===== config.mk =====
export PLATFORM = sky130hd
export DESIGN_NAME = rr_arbiter_16_flat
export DESIGN_NICKNAME = d
export VERILOG_FILES = /design/src/rtl/rr_arb_pkg.sv /design/src/rtl/rr_arbiter_16_if.sv /design/src/rtl/decoder_4_to_16.sv /design/src/rtl/rr_pick_16.sv /design/src/rtl/rr_arbiter_16.sv /design/src/flat_wrapper.sv
export SDC_FILE = /design/constraint.sdc
export NUM_CORES = 1
export LEC_CHECK = 0
export CAP_MARGIN = 15
export CORE_UTILIZATION = 55
export CTS_BUF_LIST = sky130_fd_sc_hd__clkbuf_2 sky130_fd_sc_hd__clkbuf_4 sky130_fd_sc_hd__clkbuf_8
export CTS_CLUSTER_SIZE = 25
export DETAILED_ROUTE_END_ITERATION = 8
export PLACE_DENSITY = 0.8
export SLEW_MARGIN = 20
export SYNTH_ARGS = -nofsm -noshare
export SYNTH_HDL_FRONTEND = slang
export SYNTH_SLANG_ARGS = --single-unit

===== constraint.sdc =====
create_clock -name clk -period 6.2 [get_ports clk]
set_input_delay 0.93 -clock clk [delete_from_list [all_inputs] [get_ports clk]]
set_output_delay 0.93 -clock clk [all_outputs]
set_load 0.1 [all_outputs]

===== src/rtl/rr_arb_pkg.sv =====
// rr_arb_pkg: shared sizes and state encodings for the 16-way round-robin arbiter.
package rr_arb_pkg;
    localparam int N_REQ = 16;
    localparam int ID_W = 4;
    localparam logic [0:0] ST_IDLE = 1'b0;
    localparam logic [0:0] ST_GRANT = 1'b1;
endpackage


===== src/rtl/rr_arbiter_16_if.sv =====
// rr_arbiter_16_if: request/grant bundle between requesters (master) and the arbiter (slave).
interface rr_arbiter_16_if;
    logic [rr_arb_pkg::N_REQ-1:0] req;
    logic [rr_arb_pkg::N_REQ-1:0] gnt;
    logic gnt_valid;
    logic [rr_arb_pkg::ID_W-1:0] gnt_id;
    logic hold_expired;
    modport master (output req, input gnt, gnt_valid, gnt_id, hold_expired);
    modport slave (input req, output gnt, gnt_valid, gnt_id, hold_expired);
endinterface


===== src/rtl/decoder_4_to_16.sv =====
// decoder_4_to_16: one-hot decode of a 4-bit index with active-low enable.
module decoder_4_to_16 (
    input logic [3:0] a,
    input logic en_n,
    output logic [15:0] y
);
    assign y = en_n ? 16'h0000 : 16'h0001 << a;
endmodule


===== src/rtl/rr_pick_16.sv =====
// rr_pick_16: first unmasked request at or after ptr, wrapping modulo 16.
module rr_pick_16 import rr_arb_pkg::*; (
    input logic [N_REQ-1:0] req,
    input logic [ID_W-1:0] ptr,
    input logic [N_REQ-1:0] excl,
    output logic found,
    output logic [ID_W-1:0] id
);
    logic [N_REQ-1:0] cand;
    assign cand = req & ~excl;
    assign found = |cand;
    always_comb begin
        id = '0;
        for (int i = N_REQ - 1; i >= 0; i--)
            if (cand[ptr + ID_W'(i)]) id = ptr + ID_W'(i);
    end
endmodule


===== src/rtl/rr_arbiter_16.sv =====
// rr_arbiter_16: 16-way round-robin arbiter with registered grant index and hold-limit rotation.
module rr_arbiter_16 import rr_arb_pkg::*; #(
    parameter int MAX_HOLD = 8,
    parameter int CNT_W = 8
) (
    input logic clk,
    input logic reset,
    rr_arbiter_16_if.slave bus
);
    logic [0:0] state, state_n;
    logic [ID_W-1:0] ptr, ptr_n, gid, gid_n, pick_id;
    logic [CNT_W-1:0] cnt, cnt_n;
    logic [N_REQ-1:0] excl;
    logic found, own, last, exp_q, exp_n;
    assign own = bus.req[gid];
    assign last = cnt == CNT_W'(MAX_HOLD - 1);
    // The owner is masked so an expiry hands the grant to someone else.
    assign excl = (state == ST_GRANT) ? N_REQ'(1) << gid : '0;
    rr_pick_16 u_pick (.req(bus.req), .ptr(ptr), .excl(excl), .found(found), .id(pick_id));
    always_comb begin
        state_n = state;
        ptr_n = ptr;
        gid_n = gid;
        cnt_n = cnt;
        exp_n = 1'b0;
        if (state == ST_IDLE || !own || last) begin
            if (found) begin
                state_n = ST_GRANT;
                gid_n = pick_id;
                ptr_n = pick_id + 1'b1;
                cnt_n = '0;
                exp_n = (state == ST_GRANT) && own;
            end else if (state == ST_GRANT && !own) begin
                state_n = ST_IDLE;
                gid_n = '0;
                cnt_n = '0;
            end
        end else cnt_n = cnt + 1'b1;
    end
    always_ff @(posedge clk or posedge reset)
        if (reset) begin
            state <= ST_IDLE;
            ptr <= '0;
            gid <= '0;
            cnt <= '0;
            exp_q <= 1'b0;
        end else begin
            state <= state_n;
            ptr <= ptr_n;
            gid <= gid_n;
            cnt <= cnt_n;
            exp_q <= exp_n;
        end
    decoder_4_to_16 u_dec (.a(gid), .en_n(~state[0]), .y(bus.gnt));
    assign bus.gnt_valid = state[0];
    assign bus.gnt_id = gid;
    assign bus.hold_expired = exp_q;
endmodule

===== src/flat_wrapper.sv =====
// flat-port wrapper written by rule: the top's interface ports become plain ports
module rr_arbiter_16_flat import rr_arb_pkg::*;
#(
    parameter int MAX_HOLD = 8,
    parameter int CNT_W = 8
)
  (clk, reset, bus_req, bus_gnt, bus_gnt_valid, bus_gnt_id, bus_hold_expired);
  rr_arbiter_16_if bus_i ();
  input logic clk;
  input logic reset;
  input wire logic [$bits(bus_i.req)-1:0] bus_req;
  output wire logic [$bits(bus_i.gnt)-1:0] bus_gnt;
  output wire logic [$bits(bus_i.gnt_valid)-1:0] bus_gnt_valid;
  output wire logic [$bits(bus_i.gnt_id)-1:0] bus_gnt_id;
  output wire logic [$bits(bus_i.hold_expired)-1:0] bus_hold_expired;
  assign bus_i.req = bus_req;
  assign bus_gnt = bus_i.gnt;
  assign bus_gnt_valid = bus_i.gnt_valid;
  assign bus_gnt_id = bus_i.gnt_id;
  assign bus_hold_expired = bus_i.hold_expired;
  rr_arbiter_16 #(.MAX_HOLD(MAX_HOLD), .CNT_W(CNT_W)) u_core (.clk(clk), .reset(reset), .bus(bus_i));
endmodule

==> results_dict.tcl, run 1 <==
set metrics [dict create \
    clock_latency_ns 0.25 \
    first_global_vias 5152 \
    cts_setup_buffers 0 \
    detail_route.wl_per_cell_um 26.47 \
    timing.final.hold_violations 0 \
    largest_net_degree_at_the_start_of_global_routing 55 \
    fmax_mhz 198.7 \
    post_cts_repair_resize_count 0 \
    critPathMaxStageDelay_ns 0.90 \
    maxSlewViolCount 0 \
    ys_async_sr_fraction 1.000 \
    clock-skew-final_ns 0.0005402 \
    timing.hold.worst.class "flip-flop to flip-flop" \
    capturing_element_type_of_the_critical_path "flip-flop" \
    num_antenna_cells 0 \
    critical_path.startpoint_type "flip-flop" \
    cp_common_cell "sky130_fd_sc_hd__nor4_1" \
    clock_tree.root_cell "sky130_fd_sc_hd__clkbuf_8" \
    area_delta_synth_final_pct 9.539 \
    synth_nets 637 \
    cts_made_buffers 3 \
    setup.worst_path.class "flip-flop to flip-flop" \
    drive_gt1_frac 0.1147 \
    residual_drc 0 \
    setup_viol 0 \
    port_buf_inserts 39 \
    synth_cell_type_count 81 \
    final_period_minus_worst_setup_slack_ns 5.033 \
    cap_viol_max_count 0 \
    cts.htree.levels 1 \
    critPathArrivalTime_ns 5.17 \
    route.antenna.remaining_nets 0 \
    dominantRegCellSynth "sky130_fd_sc_hd__dfrtp_1" \
    fp.dieW_um 93.62 \
    clkTransAtPathRegs_ns 0.07 \
    worst-slew-pin-transition_ns 1.099 \
    cts_tree "built" \
    via_per_inst 7.831 \
    critical-path-slowest-cell "sky130_fd_sc_hd__nor4_1" \
    mappedNetlistArea_mm2 0.004617 \
    synthCells 610 \
    nNetsFinal 647 \
    final_cell_mix "sky130_fd_sc_hd__nand2_1, sky130_fd_sc_hd__nor2_1, sky130_fd_sc_hd__a21oi_1" \
    detail_route.wirelength_um 19160 \
    count_of_boundary_i_o_pins 40 \
    synth_edf_count 0 \
    floorplan.initialDensity 0.5647 \
    std_cell_rows 33 \
    die_h_um 93.62 \
    cp_data_required_time_ns 6.33 \
    dp.final_hpwl_um 13450 \
    synthesized_area_per_cell_um2 7.569 \
    gpl.final_weighted_congestion 1.049 \
    grt_remaining_overflow 0 \
    coreArea_mm2 0.008175 \
    critPathMaxFanout 54 \
    max_slew_margin 0.2627 \
    drt_first_pass_iters 6 \
    tns_ns 0 \
    clock_sink_count 18 \
    unrepaired_setup_endpoints_after_global_routing "false" \
    number_of_antenna_violations_at_the_first_check_in_global_routing 0 \
    fp.dieArea_mm2 0.008765 \
    final_min_period_over_clock_period 0.8118 \
    cts.hold.buffers_added 0 \
    hold_start "u_core.cnt[0]" \
    cts.path.max_buffers 2 \
    grtUsageTotal 0.4388 \
    grt_first_pass_wirelength_um 29420 \
    critPathLaunch "u_core.ptr[0]" \
    ys.warnings.count 0 \
    status "finished clean" \
    utilization 0.6186 \
    drt_first_iter_violations 930 \
    synth_seq_area_share 0.09756 \
    route.vias.total 5670 \
    synth_seq_cells 18 \
    crit_path_cell_trace "buf_4 -> ha_1 -> xnor2_1 -> nor4_1 -> nor4_1 -> mux2i_1 -> a21oi_1 -> nor4_1 -> or4_1 -> a41oi_2 -> a21oi_1 -> or3b_1" \
    layout.cells.most_common "sky130_fd_sc_hd__nand2_1" \
    critical_r2r_launch "u_core.ptr[0]" \
]
[area by class of cell]
cell class / instances / area [µm²]
Sequential cell: 18 / 450.4
Multi-Input combinational cell: 529 / 3850
Clock buffer: 4 / 55.05
Fill cell: 739 / 3118
Tap cell: 105 / 131.4
Timing Repair Buffer: 58 / 533.0
Inverter: 10 / 37.54
[sequential cells by signal, summed over array words and instances (netlist names)]
| register | count |
|---|---|
| u_core.cnt | 8 |
| u_core.bus.gnt_valid | 1 |
| u_core.bus.hold_expired | 1 |
| u_core.bus.gnt_id | 4 |
| u_core.ptr | 4 |
[worst paths after layout]
check | slack [ns] | cells after the start | end
worst max-delay path | 1.17 | 12 | u_core.ptr[3]
worst min-delay path | 0.53 | 1 | u_core.cnt[0]
worst max register to register | 1.17 | 12 | u_core.ptr[3]
worst min register to register | 0.53 | 1 | u_core.cnt[0]
max in group asynchronous | 4.71 | 2 | u_core.ptr[2]
min in group asynchronous | 1.07 | 2 | u_core.ptr[0]
[cell families after synthesis]
logic type                 Yosys count  share of synthesized area
buffers and inverters               63                    0.06856
adders and majority gates            9                    0.02439
AOI/OAI and AO/OA                  227                     0.3515
xor gates and xnor gates            17                    0.03388
DFF                                 18                    0.09756
and+or+nand+nor                    225                     0.2382
muxes                               51                     0.1859
[critical path: cells and delay by family (launching register included)]
kind	cells	cell delay [ns]
flip-flops	1	0.38
AND/OR/NAND/NOR	5	2.01
AO/OA/AOI/OAI	3	0.69
buffers and inverters	1	0.31
XOR/XNOR	1	0.76
adder cells (fa/ha/maj)	1	0.35
multiplexers	1	0.42
[metrics by stage]
stage	worst slack, ns	hold slack (ns)	std cells	area (µm²)
floorplan	0.8019	0.4467	610	4617
global route	0.8947	0.5476	724	5057
global placement	1.176	0.4682	720	5002
detailed placement	1.107	0.4816	720	5002
CTS	1.321	0.5305	724	5057
finish	1.167	0.5323	724	5057
[layer usage]
| layer | part of all wire | wire length [µm] | global-route usage |
|---|---|---|---|
| met2 | 0.43 | 8176 | 0.6599 |
| met1 | 0.37 | 7087 | 0.5926 |
| met3 | 0.15 | 2890 | 0.1098 |
| met4 | 0.053 | 1009 | 0.1910 |
| met5 | 0 | 0 | 0 |
[synth_stat cells, types with 6 or more instances]
master | count | area [µm²]
sky130_fd_sc_hd__o211a_1 | 18 | 180.2
sky130_fd_sc_hd__inv_1 | 8 | 30.03
sky130_fd_sc_hd__o22ai_1 | 6 | 37.54
sky130_fd_sc_hd__dfrtp_1 | 18 | 450.4
sky130_fd_sc_hd__o21ai_1 | 11 | 55.05
sky130_fd_sc_hd__o21a_1 | 6 | 45.04
sky130_fd_sc_hd__a21boi_0 | 14 | 105.1
sky130_fd_sc_hd__nand2_1 | 69 | 259.0
sky130_fd_sc_hd__o211ai_1 | 18 | 135.1
sky130_fd_sc_hd__o31ai_1 | 7 | 52.55
sky130_fd_sc_hd__ha_1 | 9 | 112.6
sky130_fd_sc_hd__buf_2 | 19 | 95.09
sky130_fd_sc_hd__nand4_1 | 10 | 62.56
sky130_fd_sc_hd__o221ai_1 | 6 | 52.55
sky130_fd_sc_hd__a21oi_1 | 40 | 200.2
sky130_fd_sc_hd__mux4_2 | 27 | 608.1
sky130_fd_sc_hd__mux2i_1 | 19 | 190.2
sky130_fd_sc_hd__nand3_1 | 13 | 65.06
sky130_fd_sc_hd__nor3_1 | 23 | 115.1
sky130_fd_sc_hd__nor2_1 | 58 | 217.7
sky130_fd_sc_hd__a211oi_1 | 9 | 67.56
sky130_fd_sc_hd__clkbuf_1 | 19 | 71.32
sky130_fd_sc_hd__o21ai_0 | 36 | 180.2
sky130_fd_sc_hd__nor4_1 | 9 | 56.30
sky130_fd_sc_hd__xnor2_1 | 12 | 105.1
Power of run 1 is not shown: default switching activity piles up to over one toggle a cycle in this logic, so the estimate is an artifact.
==> run 2, diff against run 1 <==
==> constraint.sdc (replaced) <==
create_clock -name clk -period 4.95 [get_ports clk]
set_input_delay 0.7425 -clock clk [delete_from_list [all_inputs] [get_ports clk]]
set_output_delay 0.7425 -clock clk [all_outputs]
set_load 0.1 [all_outputs]
==> run 2 against run 1 <==
Die area unchanged; critical path depth unchanged; cell count increased by 5.1%; worst hold slack lost 0.012 ns; clock skew rose by 0.0045 ns; sequential share of layout area down 0.47 points; sequential cell count did not move; non-clock buffer count up 38; highest routed layer unchanged; count of clock-buffer cells in the layout fell by 1; maximum frequency up 7.0%; register-to-register slack worse by 0.92 ns.
==> results_dict.tcl, run 2 (synthesized netlist as in run 1, its figures left out) <==
set metrics [dict create \
    status "finished clean" \
    final_min_period_over_clock_period 0.9504 \
    capturing_element_type_of_the_critical_path "flip-flop" \
    worst-slew-pin-transition_ns 1.019 \
    critPathArrivalTime_ns 4.84 \
    fp.dieW_um 93.62 \
    cts.htree.levels 1 \
    route.vias.total 5747 \
    registers.top_by_ff_count "u_core.cnt" \
    cts_made_buffers 3 \
    finish.cell_count_without_fillers 761 \
    grtUsageTotal 0.4388 \
    critPathMaxStageDelay_ns 0.74 \
    cts.path.max_buffers 2 \
    setup_viol 0 \
    clkTransAtPathRegs_ns 0.07 \
    clock-skew-final_ns 0.005061 \
    detail_route.wl_per_cell_um 25.01 \
    grt_remaining_overflow 0 \
    residual_drc 0 \
    met2RoutedLength_um 8157 \
    clock_latency_ns 0.26 \
    num_antenna_cells 0 \
    clock_tree.root_cell "sky130_fd_sc_hd__clkbuf_8" \
    first_global_vias 5252 \
    critPathMaxFanout 15 \
    dp.final_hpwl_um 14240 \
    largest_reg_flops 8 \
    number_of_antenna_violations_at_the_first_check_in_global_routing 0 \
    max_slew_margin 0.3136 \
    cap_viol_max_count 0 \
    cts_setup_buffers 0 \
    drt_first_iter_violations 833 \
    critical_path.startpoint_type "flip-flop" \
    die_h_um 93.62 \
    place.detailed.instances 758 \
    port_buf_inserts 39 \
    timing.final.hold_violations 0 \
    largest_net_degree_at_the_start_of_global_routing 46 \
    crit_path_cell_trace "clkinv_1 -> ha_1 -> xnor2_2 -> mux4_2 -> a2111oi_2 -> or2_1 -> nor2_1 -> a221o_1 -> or4_1 -> a41oi_2 -> a21oi_1 -> or3b_1" \
    nNetsFinal 685 \
    count_of_boundary_i_o_pins 40 \
    post_cts_repair_resize_count 0 \
    coreArea_mm2 0.008175 \
    via_per_inst 7.552 \
    final_cell_mix "sky130_fd_sc_hd__nand2_1, sky130_fd_sc_hd__buf_4, sky130_fd_sc_hd__nor2_1" \
    cts_tree "built" \
    cp_data_required_time_ns 5.09 \
    fmax_mhz 212.6 \
    maxSlewViolCount 0 \
    fin_ws_ns 0.2453 \
    std_cell_rows 33 \
    cts.hold.buffers_added 0 \
    gpl.final_weighted_congestion 1.029 \
    routed-wl-met3_um 2553 \
    tns_ns 0 \
    route.antenna.remaining_nets 0 \
    critical-path-slowest-cell "sky130_fd_sc_hd__xnor2_2" \
    area_delta_synth_final_pct 15.64 \
    fp.dieArea_mm2 0.008765 \
    setup.worst_path.class "flip-flop to flip-flop" \
    drt_first_pass_iters 8 \
    m1WireLength_um 7359 \
    floorplan.initialDensity 0.5647 \
    dp_slack_ns 0.2064 \
    drive_gt1_frac 0.1707 \
    detail_route.wirelength_um 19030 \
    clock_sink_count 18 \
    placement.cell_area_mm2 0.005298 \
    final_period_minus_worst_setup_slack_ns 4.705 \
    timing.hold.worst.class "flip-flop to flip-flop" \
    final_area_mm2 0.005339 \
    top_signal_layer_used "met4" \
    layout.cells.most_common "sky130_fd_sc_hd__nand2_1" \
    grt_first_pass_wirelength_um 29380 \
    unrepaired_setup_endpoints_after_global_routing "false" \
]
==> run 2: cell types whose count changed in the layout (fill, tap and decap cells not counted), sizes merged <==
cell    delta
clkbuf     -1
buf       +38
==> run 2: layout make-up <==
cell class	instances	area [µm²]
Sequential cell	18	450.4
Clock buffer	3	41.29
Inverter	10	37.54
Tap cell	105	131.4
Timing Repair Buffer	96	818.3
Multi-Input combinational cell	529	3860
Fill cell	714	2836
==> run 2: worst paths after layout <==
check                         startpoint            end  slack (ns)  cells after the start
setup / recovery           u_core.ptr[1]  u_core.ptr[3]        0.25                     12
hold / removal             u_core.cnt[7]  u_core.cnt[7]        0.52                      1
setup reg to reg           u_core.ptr[1]  u_core.ptr[3]        0.25                     12
hold reg to reg            u_core.cnt[7]  u_core.cnt[7]        0.52                      1
max in group asynchronous          reset  u_core.cnt[2]        3.63                      2
min in group asynchronous          reset  u_core.cnt[6]        0.89                      2
==> run 2: layer usage <==
metal | GRT usage | vias up
met5 | 0 | -
met2 | 0.6642 | 531
met4 | 0.1744 | 0
met3 | 0.09187 | 113
met1 | 0.6066 | 2623
li1 | - | 2480
==> run 2: worst max-delay path, delay by kind of cell, from the launching register on <==
| kind | cells | cell delay [ns] |
|---|---|---|
| compound gates | 4 | 1.25 |
| mux | 1 | 0.46 |
| xor+xnor | 1 | 0.74 |
| simple gates | 4 | 1.23 |
| flops | 1 | 0.46 |
| buf+inv | 1 | 0.13 |
| fa+ha+maj | 1 | 0.30 |
==> run 2: stage by stage <==
| stage | util | hold slack (ns) |
|---|---|---|
| final | 0.6530 | 0.5201 |
| after global placement | 0.6480 | 0.4670 |
| after detailed placement | 0.6480 | 0.4890 |
| after CTS | 0.6530 | 0.5017 |
| after floorplan | - | 0.4467 |
| after global routing | 0.6530 | 0.5342 |
Power of run 2 is left out for the same reason.
==> variant 1 (config.mk and constraints of run 1) <==
`CNT_W` is set to 8 in 2 places; all go to 10.
--- a/src/rtl/rr_arbiter_16.sv
+++ b/src/rtl/rr_arbiter_16.sv
@@ -1,7 +1,7 @@
 // rr_arbiter_16: 16-way round-robin arbiter with registered grant index and hold-limit rotation.
 module rr_arbiter_16 import rr_arb_pkg::*; #(
     parameter int MAX_HOLD = 8,
-    parameter int CNT_W = 8
+    parameter int CNT_W = 10
 ) (
     input logic clk,
     input logic reset,
--- a/src/flat_wrapper.sv
+++ b/src/flat_wrapper.sv
@@ -2,7 +2,7 @@
 module rr_arbiter_16_flat import rr_arb_pkg::*;
 #(
     parameter int MAX_HOLD = 8,
-    parameter int CNT_W = 8
+    parameter int CNT_W = 10
 )
   (clk, reset, bus_req, bus_gnt, bus_gnt_valid, bus_gnt_id, bus_hold_expired);
   rr_arbiter_16_if bus_i ();
Behaviour: no difference found for any inputs over 4 cycles, from zero or initial values and one cycle with reset high; that may be too few to reach the edited logic, so the function may still have changed.
==> variant 1 against run 1 <==
First-iteration DRC count is 38% lower; worst setup slack better by 210 ps; design area fell by 19%; die area is 21% lower; sequential cell count rose by 2; wire length down 34%; synthesized cell count is 24% lower; via count is 25% lower; synthesized area shrank 21%; critical path type unchanged; sequential share of layout area grew 3.4 points.
Power is left out: the tool's default activity adds up to more than one toggle a clock period on the data nets, which glitch-free logic cannot reach.
==> variant 1: results <==
[min_path]
hp-class = "reg2reg"

[timing]
worstMarginPinSlew_ps = 1044
finalClockSkew_ps = 2.314
finalMaxSlewViolations = 0

[worst_setup_path]
cp.arrival_ps = 4970
crit_fanout = 19
reg2reg_slack_ps = 1380

[finish]
nets = 511
antenna_cells = 0
drive_gt1_share_pct = 8.282
fill_cells = 529
largest-register = "u_core.cnt"
largest_reg_flops = 10

[placement]
gp_congestion = 1.011
port_buffers = 39
dp.final_hpwl_um = 9517

[synthesis]
muxShareOfSynthArea_pct = 19.42
synth_compound_area_share_pct = 31.63
synthArstFlopShare_pct = 100.0
ys_top_cells_by_count = "nand2_1, nor2_1, o21ai_0"
yosys.cell_types.count = 73
yosysWarningCount = 0
synth_adder_area_share_pct = 3.087
ys_seq_area_share_pct = 13.72
synth-xor-area-share_pct = 4.322
synth_nets = 492
ys_top_cells_by_area = "dfrtp_1, mux4_2, o21ai_0"

[clock_network]
numCtsBuffers = 3
cts_buffer_depth = 2
cts-root-buf = "clkbuf_8"
htreeDepth = 1
ctsResizeCount = 0

[global_routing]
grt_pass1_wl_um = 20490
grt_pass1_vias = 3895
globalRouteTotalUtil_pct = 36.74
grt_max_degree = 23

[route]
drt_iter0_drc = 572
first_pass_iters = 6
wire_per_inst_um = 22.54
vias = 4225

[outcome]
outcome = "finished, final reports clean"
-- variant 1: stage by stage --
step / instance area (um2) / instances / worst slack (ps) / hold slack, ps / util, %
3_3_place_gp: 4025 / 556 / 1584 / 490.8 / 63.03
6_report: 4080 / 560 / 1377 / 533.1 / 63.89
3_5_place_dp: 4025 / 556 / 1589 / 509.3 / 63.03
5_1_grt: 4080 / 560 / 1077 / 562.1 / 63.89
2_1_floorplan: 3647 / 465 / 1913 / 457.8 / -
4_1_cts: 4080 / 560 / 1512 / 525.5 / 63.89
-- variant 1: cells by family (layout without fill, tap and decap cells) --
| group | Yosys count | in the layout |
|---|---|---|
| AND/OR/NAND/NOR | 171 | 171 |
| AO/OA/AOI/OAI | 166 | 166 |
| buffers and inverters | 41 | 59 |
| multiplexers | 40 | 40 |
| flip-flops | 20 | 20 |
| XOR/XNOR | 18 | 18 |
| adder cells (fa/ha/maj) | 9 | 9 |
-- variant 1: final cells by class --
type,count,area share (%)
Sequential cell,20,12.27
Clock buffer,4,1.349
Tap cell,77,2.361
Timing Repair Buffer,42,10.12
Multi-Input combinational cell,404,72.71
Inverter,13,1.196
-- variant 1: per-layer routing --
| layer | vias up | share of wire [%] | track usage (%) |
|---|---|---|---|
| met2 | 344 | 44 | 57.15 |
| li1 | 1850 | - | - |
| met4 | 0 | 5.7 | 17.57 |
| met5 | - | 0 | 0 |
| met3 | 72 | 11 | 6.262 |
| met1 | 1959 | 39 | 49.72 |
-- variant 1: final timing paths --
check / start / to / cells after the start
max: u_core.ptr[0]$_DFFE_PP0P_ / u_core.ptr[1]$_DFFE_PP0P_ / 14
max in group asynchronous: reset / u_core.cnt[5]$_DFFE_PP0P_ / 2
min in group asynchronous: reset / u_core.ptr[3]$_DFFE_PP0P_ / 2
min reg2reg: u_core.cnt[7]$_DFFE_PP0P_ / u_core.cnt[7]$_DFFE_PP0P_ / 1
min: u_core.cnt[7]$_DFFE_PP0P_ / u_core.cnt[7]$_DFFE_PP0P_ / 1
max reg2reg: u_core.ptr[0]$_DFFE_PP0P_ / u_core.ptr[1]$_DFFE_PP0P_ / 14
-- variant 1: worst max-delay path: stages (launching register included) --
cell,delay [ps]
dfrtp_1,700
inv_2,250
ha_1,780
nand2b_1,270
nor2_1,90
a22oi_1,310
nand3_1,210
or3_1,350
a21oi_1,240
a221oi_1,110
o21ai_0,280
a21oi_1,150
o311ai_2,390
ha_1,320
mux2_2,260
==> variant 2 (flow settings as in run 1) <==
Made on the original files. Reset style: synchronous (`reset`), changed in one clocked block.
--- a/src/rtl/rr_arbiter_16.sv
+++ b/src/rtl/rr_arbiter_16.sv
@@ -37,7 +37,7 @@
             end
         end else cnt_n = cnt + 1'b1;
     end
-    always_ff @(posedge clk or posedge reset)
+    always_ff @(posedge clk)
         if (reset) begin
             state <= ST_IDLE;
             ptr <= '0;
Behaviour: differs if reset is asserted again (counterexample within 4 cycles, from zero or initial values and one cycle with reset high); with reset held inactive, the same outputs for 4 cycles.
==> variant 2 against run 1 <==
Clock skew is 5.5 ps higher; die area is 6.2% lower; non-clock buffer count is 8 lower; synthesized area is 6.3% lower; sequential cell count stayed put; worst setup slack worse by 73 ps; wire length is 20% lower; design area is 5.0% lower; critical endpoint is now u_core.ptr[2]$_SDFFE_PP0P_; largest cell class unchanged.
==> variant 2: results <==
[synthesis]
synth-xor-area-share_pct = 3.645
yosys.cell_types.count = 79
synthArstFlopShare_pct = 0
synth_adder_area_share_pct = 2.603
synth_compound_area_share_pct = 26.18
muxShareOfSynthArea_pct = 33.15
synth_flop_cell = "dfxtp_1"
ys_seq_area_share_pct = 8.331
synth_nets = 536
ys_top_cells_by_area = "mux4_2, dfxtp_1, mux2i_1"
ys_top_cells_by_count = "nor2_1, mux4_2, nand2_1"
avgSynthCellArea_um2 = 8.498

[route]
dr.max_layer_used = "met4"
wl_met3_um = 1619
drt-met1-wl_um = 5877
drt_iter0_drc = 495
wl_met2_um = 6851
routed_via_density = 7.691
vias = 4822
wirelength_um = 15310

[finish]
fill_cells = 669
nets = 556
drive_gt1_share_pct = 15.15

[worst_setup_path]
cpPeakStageDelay_ps = 960
endpoint_kind = "flop"
slowest_stage = "o21ai_0"
crit_fanout = 17
cp.arrival_ps = 5260
reg2reg_to = "u_core.ptr[2]$_SDFFE_PP0P_"
path_delay_family = "compound AO/OA/AOI/OAI gates"
reg2reg_slack_ps = 1090
reg2reg_from = "u_core.bus.gnt_id[1]$_SDFFE_PP0P_"

[placement]
place_ws_ps = 1328
dp.final_hpwl_um = 11180
placed_cell_area_um2 = 4741
gp_congestion = 1.056
dp.cells = 623

[clock_network]
numCtsBuffers = 3
clkTransAtPathRegs_ps = 70

[timing]
worstMarginPinSlew_ps = 1072
fin_crit_sh_pct = 82.36
holdWs_ps = 508.2
finalClockSkew_ps = 6.026

[global_routing]
use_met3_pct = 5.471
globalRouteTotalUtil_pct = 37.04
grt_max_degree = 44
grt_pass1_vias = 4530
met1_usage_pct = 49.97
grt_overflow = 0

[min_path]
hold_depth = 2
hold_start = "u_core.cnt[7]$_SDFFE_PP0P_"
min_to = "u_core.cnt[7]$_SDFFE_PP0P_"

[outcome]
outcome = "finished, final reports clean"

[power_and_ir_drop]
power.total_mw = 3.146
==> variant 2: cell types whose count changed in the layout (fill, tap and decap cells not counted), moves of 8 or more <==
| cell | delta |
|---|---|
| nor2_1 | -10 |
| nand2_1 | -34 |
| o21ai_0 | -13 |
| o211ai_1 | -17 |
| mux2i_1 | +10 |
| mux4_2 | +9 |
| dfxtp_1 | +18 |
| buf_4 | -8 |
| a21oi_1 | -15 |
| dfrtp_1 | -18 |
==> variant 2: worst reg2reg max path: cells and delay by family, from the launching register on <==
family | cells | cell delay, ps
AOI/OAI and AO/OA | 6 | 1990
muxes | 1 | 470
xor gates and xnor gates | 1 | 130
adders and majority gates | 1 | 270
and+or+nand+nor | 3 | 1370
DFF | 1 | 800
==> variant 2: final cells by class <==
type	count	share of cell area (%)
Clock buffer	4	1.146
Inverter	13	1.016
Multi-Input combinational cell	443	77.91
Sequential cell	18	7.502
Tap cell	99	2.579
Timing Repair Buffer	50	9.846
